`src/rtl/afpm_pkg.sv`:
```
`default_nettype none
// ============================================================================
// Module   : afpm_pkg
// Brief    : Shared types and default constants for the AFPM byte-serial host.
// Revision : 1.0 - initial release
// ============================================================================
package afpm_pkg;

  localparam logic [7:0] AFPM_START_BYTE     = 8'h01;
  localparam int         AFPM_PROC_CYCLES    = 6;
  localparam int         AFPM_DUT_RST_CYCLES = 2;

  localparam int EXP_W = 5;
  localparam int MAN_W = 10;
  localparam int FP_W  = 1 + EXP_W + MAN_W;

  typedef enum logic [3:0] {
    RST_HOLD = 4'd0,
    IDLE     = 4'd1,
    START    = 4'd2,
    SEND_LO  = 4'd3,
    SEND_HI  = 4'd4,
    WAIT     = 4'd5,
    CAP_LO   = 4'd6,
    CAP_HI   = 4'd7,
    HOLD     = 4'd8
  } afpm_state_e;

endpackage : afpm_pkg
`default_nettype wire

```
`src/rtl/afpm_byte_host.sv`:
```
`default_nettype none
// ============================================================================
// Module   : afpm_byte_host
// Brief    : Host-side initiator for the logarithmic FP16 multiplier's
//            byte-serial pin protocol. Optional macro AFPM_TXN_COUNT_EN adds
//            a 16-bit completed-transaction counter port.
// Revision : 1.0 - initial release
// ============================================================================
module afpm_byte_host
  import afpm_pkg::*;
#(
  parameter logic [7:0] START_BYTE     = AFPM_START_BYTE,
  parameter int         PROC_CYCLES    = AFPM_PROC_CYCLES,
  parameter int         DUT_RST_CYCLES = AFPM_DUT_RST_CYCLES
) (
  input  logic            clk,
  input  logic            rst,
  input  logic            in_valid,
  output logic            in_ready,
  input  logic [FP_W-1:0] op_a,
  input  logic [FP_W-1:0] op_b,
  output logic            out_valid,
  input  logic            out_ready,
  output logic [FP_W-1:0] result,
  output logic            busy,
  output logic            dut_rst_n,
  output logic [7:0]      dut_ui,
  output logic [7:0]      dut_uio,
  input  logic [7:0]      dut_uo
`ifdef AFPM_TXN_COUNT_EN
  ,
  output logic [15:0]     txn_count
`endif
);

  localparam int WAIT_W = $clog2(PROC_CYCLES + 2);
  localparam int RST_W  = $clog2(DUT_RST_CYCLES + 2);

  localparam logic [WAIT_W-1:0] WAIT_LOAD = WAIT_W'(PROC_CYCLES);
  localparam logic [RST_W-1:0]  RST_DONE  = RST_W'(DUT_RST_CYCLES);

  // A zero start byte would be indistinguishable from the idle bus.
  generate
    if (START_BYTE == 8'h00) begin : g_bad_start_byte
      $error("afpm_byte_host: START_BYTE must be nonzero");
    end
  endgenerate

  afpm_state_e       state_q, state_d;
  logic [WAIT_W-1:0] wait_cnt_q, wait_cnt_d;
  logic [RST_W-1:0]  rst_cnt_q, rst_cnt_d;
  logic [FP_W-1:0]   op_a_q, op_a_d;
  logic [FP_W-1:0]   op_b_q, op_b_d;
  logic [FP_W-1:0]   result_q, result_d;

  always_ff @(posedge clk or posedge rst) begin
    if (rst) begin
      state_q    <= RST_HOLD;
      wait_cnt_q <= '0;
      rst_cnt_q  <= '0;
      op_a_q     <= '0;
      op_b_q     <= '0;
      result_q   <= '0;
    end else begin
      state_q    <= state_d;
      wait_cnt_q <= wait_cnt_d;
      rst_cnt_q  <= rst_cnt_d;
      op_a_q     <= op_a_d;
      op_b_q     <= op_b_d;
      result_q   <= result_d;
    end
  end

  always_comb begin
    state_d    = state_q;
    wait_cnt_d = wait_cnt_q;
    rst_cnt_d  = rst_cnt_q;
    op_a_d     = op_a_q;
    op_b_d     = op_b_q;
    result_d   = result_q;
    in_ready   = 1'b0;
    out_valid  = 1'b0;
    dut_rst_n  = 1'b1;
    dut_ui     = 8'h00;
    dut_uio    = 8'h00;

    case (state_q)
      RST_HOLD: begin
        // Release the multiplier one cycle before accepting work so its
        // synchronous reset is out of the way before the first START.
        dut_rst_n = (rst_cnt_q >= RST_DONE);
        if (rst_cnt_q == RST_DONE) begin
          state_d = IDLE;
        end else begin
          rst_cnt_d = rst_cnt_q + RST_W'(1);
        end
      end
      IDLE: begin
        in_ready = 1'b1;
        if (in_valid) begin
          op_a_d  = op_a;
          op_b_d  = op_b;
          state_d = START;
        end
      end
      START: begin
        dut_ui  = START_BYTE;
        state_d = SEND_LO;
      end
      SEND_LO: begin
        dut_ui  = op_a_q[7:0];
        dut_uio = op_b_q[7:0];
        state_d = SEND_HI;
      end
      SEND_HI: begin
        dut_ui     = op_a_q[15:8];
        dut_uio    = op_b_q[15:8];
        wait_cnt_d = WAIT_LOAD;
        state_d    = WAIT;
      end
      WAIT: begin
        if (wait_cnt_q == '0) begin
          state_d = CAP_LO;
        end else begin
          wait_cnt_d = wait_cnt_q - WAIT_W'(1);
        end
      end
      CAP_LO: begin
        result_d[7:0] = dut_uo;
        state_d       = CAP_HI;
      end
      CAP_HI: begin
        result_d[15:8] = dut_uo;
        state_d        = HOLD;
      end
      HOLD: begin
        out_valid = 1'b1;
        if (out_ready) begin
          state_d = IDLE;
        end
      end
      default: begin
        state_d = RST_HOLD;
      end
    endcase
  end

  assign busy   = (state_q != IDLE);
  assign result = result_q;

`ifdef AFPM_TXN_COUNT_EN
  logic [15:0] txn_count_q, txn_count_d;

  always_comb begin
    txn_count_d = txn_count_q;
    if (out_valid && out_ready) begin
      txn_count_d = txn_count_q + 16'd1;
    end
  end

  always_ff @(posedge clk or posedge rst) begin
    if (rst) begin
      txn_count_q <= 16'd0;
    end else begin
      txn_count_q <= txn_count_d;
    end
  end

  assign txn_count = txn_count_q;
`endif

endmodule : afpm_byte_host
`default_nettype wire

```
`config.mk`:
```
export PLATFORM = sky130hd
export DESIGN_NAME = afpm_byte_host
export DESIGN_NICKNAME = d
export VERILOG_FILES = /design/src/rtl/afpm_pkg.sv /design/src/rtl/afpm_byte_host.sv
export SDC_FILE = /design/constraint.sdc
export NUM_CORES = 1
export LEC_CHECK = 0
export ABC_AREA = 1
export CORE_UTILIZATION = 50
export DETAILED_ROUTE_END_ITERATION = 7
export PLACE_DENSITY_LB_ADDON = 0.05
export SLEW_MARGIN = 10
export SYNTH_ARGS = -nofsm -noshare
export SYNTH_HDL_FRONTEND = slang
export SYNTH_SLANG_ARGS = --single-unit
export TNS_END_PERCENT = 30
```
`constraint.sdc`:
```
create_clock -name clk -period 5.5 [get_ports clk]
set_input_delay 1.65 -clock clk [delete_from_list [all_inputs] [get_ports clk]]
set_output_delay 1.65 -clock clk [all_outputs]
set_load 0.02 [all_outputs]
```
# --- After elaboration in Yosys (flattened, before gate mapping) ---
# Cells that the tools add are included.
word_totals:
  reg_bits: 57
  input_bits: 44
  out_inout_bits: 36
  elab_cells: 45
op_classes:
  addsub: 2
  magnitude_cmp: 1
  eq_ne: 15
  n_mux: 12
  bitwise: 1
  reduce_logical: 7
ops:
  columns: ["operator", "count"]
  rows:
  - ["case mux 4 bit (9 select lines)", 1]
  - ["case mux 8 bit (3 select lines)", 1]
  - ["equality test 4 x 3 -> 1 bit, second input constant", 4]
  - ["2-to-1 mux 4 bit", 4]
  - ["case mux 8 bit (2 select lines)", 1]
  - ["inequality test 2 bit, second input constant", 5]
  - ["equality test 4 x 2 -> 1 bit, second input constant", 2]
  - ["case mux 3 bit (2 select lines)", 1]
  - ["AND reduction 2 bit", 3]
  - ["equality test 4 x 1 -> 1 bit, second input constant", 1]
  - ["equality test 4 bit, second input constant", 1]
  - ["logical NOT 4 bit", 1]
  - ["inequality test 4 x 1 -> 1 bit, second input constant", 1]
  - ["AND reduction 4 bit", 1]
  - ["logical NOT 3 bit", 1]
  - ["2-to-1 mux 1 bit", 3]
  - ["2-to-1 mux 3 bit", 1]
  - ["subtractor 3 x 1 -> 3 bit, second input constant", 1]
  - ["adder 2 x 1 -> 2 bit, second input constant", 1]
  - ["equality test 2 bit, second input constant", 1]
  - ["greater-or-equal comparator 2 bit, second input constant", 1]
  - ["nonzero test 2 bit", 1]
  - ["NOT 1 bit", 1]

# --- Depth between registers and ports, before layout ---
logic_depth:
  ltp_word: 3
  ltp_mapped: 8
  ltp_nobuf: 8

# --- Worst setup path before layout ---
# OpenSTA, ideal clock, no wires.
synth_path:
  path_kind: "reg2out"
  start: "reg state_q[3]"
  end: "out dut_ui[2]"
  arrival_time_ps: 1267
  required_time_ps: 3850
  setup_slack_ps: 2583
  stages_incl_launch_ff: 6
  n_path_buf: 1
  cell_sequence: "dfrtp_1 inv_1 nand2_1 nor2_4 buf_4 a22o_1"
synth_between:
  elab_chain_cells: 2
  elab_cells_between_ends: 4
  cone_classes: "3 x eq/ne; 1 x mux"
synth_rtl:
  columns: ["item", "line", "rtl"]
  rows:
  - ["start, declared", "afpm_byte_host.sv:49", "afpm_state_e state_q, state_d;"]
  - ["start signal, assigned", "afpm_byte_host.sv:65", "state_q <= state_d;"]
  - ["equality test 4 x 3 -> 1 bit / equality test 4 x 2 -> 1 bit (equally long branches)", "afpm_byte_host.sv:87", "case (state_q)"]
  - ["case mux 8 bit (3 select lines) *", "afpm_byte_host.sv:87", null]
  - ["end, declared", "afpm_byte_host.sv:27", "output logic [7:0] dut_ui,"]
# Mark *: on every way between the ends. The rest lies on a longest branch, timed or not.

# --- Worst setup path after layout ---
layout_path:
  start: "reg state_q[1]"
  end: "out dut_ui[2]"
# The elaborated chain is that of the path after synthesis.

==> metrics.yaml <==
outcome: "completed"
cts_tree: "done"
die_y_um: 74.2
place_ws_ps: 1810
diodes: 0
die_x_um: 74.2
fmax_mhz: 246
grt_usage: 0.243
synth.area.top_cells: "dfrtp_1, nand2_1, nand3_1"
synth_nets: 336
dp_cells: 423
drt_iter0_markers: 168
drt-pass1-iter-count: 4
ir_worst_vdd_uv: 317
cts_setup_buffers: 0
synth_edf_count: 0
tightest_slew_ps: 738
drv_slew: 0
cts_root_buf: "clkbuf_8"
seq_area_sq_um: 1430
finalCriticalPeriod_ps: 4060
report.final.setup_viol: 0
clk_pin_slew_ps: 70
hold_viol_final: 0
yosysTopAreaCell: "dfrtp_1"
period_share: 0.738
cp_max_fo: 16
nNetsFinal: 414
core_area_sq_um: 4880
ys_async_sr_fraction: 1.00
met2WireLength_um: 2750
crit_arrival_ps: 2410
synth_common_cells: "nand2_1, dfrtp_1, nand3_1"
gp_congestion: 0.812
syn_avg_cell_area_sq_um: 9.03
ant_nets: 0
grt_setup_unrepaired: "no"
synth.most_common_cell: "nand2_1"
cp-start-kind: "flip-flop"
drive_above_1_share: 0.105
path_buf_inv: 1
wl_um: 5890
fill_cells: 403
antenna_found_initial: 0
maxUsedRoutingLayer: "met4"
grt_pass1_wl_um: 9900
p_leak_nw: 1.75
multi_input_area_sq_um: 1020
postCtsHoldBufs: 0
max_stage_delay_ps: 620
synth_cells: 289
initial_core_util: 0.535
layout.cell_area.non_filler_sq_um: 3580
drt-met1-wl_um: 2590
route.detailed.drc: 0
netlist_area_sq_um: 2610
seq_area_frac_synth: 0.547
cts.repair.resized: 0
cts.sinks: 57
setup_ws_ps: 1440
io_pins: 80
grt_max_degree: 40
grt_pass1_vias: 2201
num_rows: 25
synth_top_area_share: 0.547
hold_slack_ps: 474
crit_type: "reg -> out"
yosysWarnings: 0
avgRoutedWirePerCell_um: 13.4
clockBufferDepth: 2
power_density_nw_per_um2: 550
ys_types: 27
min_path_type: "reg -> reg"
place_area_sq_um: 3420
h-tree-depth: 3
areaGrowthSynthToFinish_pct: 37.3
path_cells: "nand2_1, nor3_4, a22o_1, clkdlybuf4s50_1"
overflow: 0
stdcell_count: 438
routed-wl-met3_um: 441
cp-end-kind: "output pin"
synth_top_flop_cell: "dfrtp_1"
final_util: 0.734
crit_required_ps: 3850
p_total_mw: 1.97
maxCapViolations: 0
die_area_sq_um: 5510
dp_hpwl_um: 4050
crit_family: "simple AND/OR/NAND/NOR gates"
via_count: 2202
vias_per_cell: 5.03
clock_latency_ps: 330
cp_slowest_cell: "clkdlybuf4s50_1"
maxSlewHeadroom: 0.506
skew_ps: 5.83
io_buffers: 79
fin_tns_setup_ps: 0
ys_ff_latch: 57
cts_buffers: 9
logic make-up (layout without fill, tap and decap cells):
logic type                 Yosys count  in the layout  share of synthesized area
AOI/OAI and AO/OA                   39             39                      0.110
xor gates and xnor gates             2              2                    0.00672
adders and majority gates            3              3                     0.0144
buffers and inverters               37            119                     0.0633
DFF                                 57             57                      0.547
and+or+nand+nor                    151            151                      0.259
tightest hold or removal path, stage by stage, from the launching register on:
cell	delay, ps
dfrtp_1	350
nand2_1	50
nand2_1	40
per-layer routing:
metal	up-vias	global-route usage
li1	1097	-
met1	1029	0.306
met2	65	0.384
met3	11	0.0772
met4	0	0.113
met5	-	0
path summary, 6_finish.rpt:
path,start,to,slack [ps],cells past startpoint
worst max-delay path,state_q[1],dut_ui[2],1440,4
worst max register to register,state_q[3],op_a_q[3],3380,6
max in group asynchronous,rst,op_b_q[5],3050,3
min in group asynchronous,rst,result[11],1620,2
worst min register to register,op_b_q[3],op_b_q[3],470,2
worst min-delay path,op_b_q[3],op_b_q[3],470,2
where the power goes:
part           switching [mW]  internal [mW]
Sequential              0.129          0.615
Clock                   0.155          0.170
Combinational           0.519          0.383
Total                   0.802           1.17
layout by cell type (no fill, tap or decap):
master | netlist | routed
o22ai_1 | 1 | 1
inv_2 | 4 | 5
dfrtp_1 | 57 | 57
o211ai_1 | 1 | 1
o21ai_2 | 8 | 8
or2_2 | 1 | 1
inv_1 | 19 | 18
nand3_2 | 1 | 1
o21ai_0 | 4 | 4
xor2_1 | 2 | 2
clkdlybuf4s50_1 | 0 | 79
clkbuf_1 | 4 | 1
nand3b_1 | 1 | 1
nand2_1 | 95 | 95
nand2_2 | 3 | 3
clkbuf_8 | 0 | 10
nor2_2 | 1 | 1
clkinv_2 | 0 | 4
a22o_1 | 15 | 15
nor3_1 | 1 | 1
nand3_1 | 39 | 39
nor3_4 | 1 | 1
buf_4 | 3 | 2
nor2_4 | 3 | 3
o21ai_1 | 9 | 9
ha_1 | 3 | 3
a22oi_1 | 1 | 1
nor2_1 | 5 | 5
state kept, by name, indices dropped and copies added, names as in the netlist:
name,count
op_a_q,16
state_q,4
op_b_q,16
wait_cnt_q,3
result,16
rst_cnt_q,2
cell type report:
type | count | share of cell area
Clock inverter | 4 | 0.00559
Inverter | 23 | 0.0241
Multi-Input combinational cell | 195 | 0.284
Timing Repair Buffer | 81 | 0.225
Clock buffer | 11 | 0.0395
Tap cell | 67 | 0.0234
Sequential cell | 57 | 0.398
Note: power is estimated with default switching activity, not from simulation.
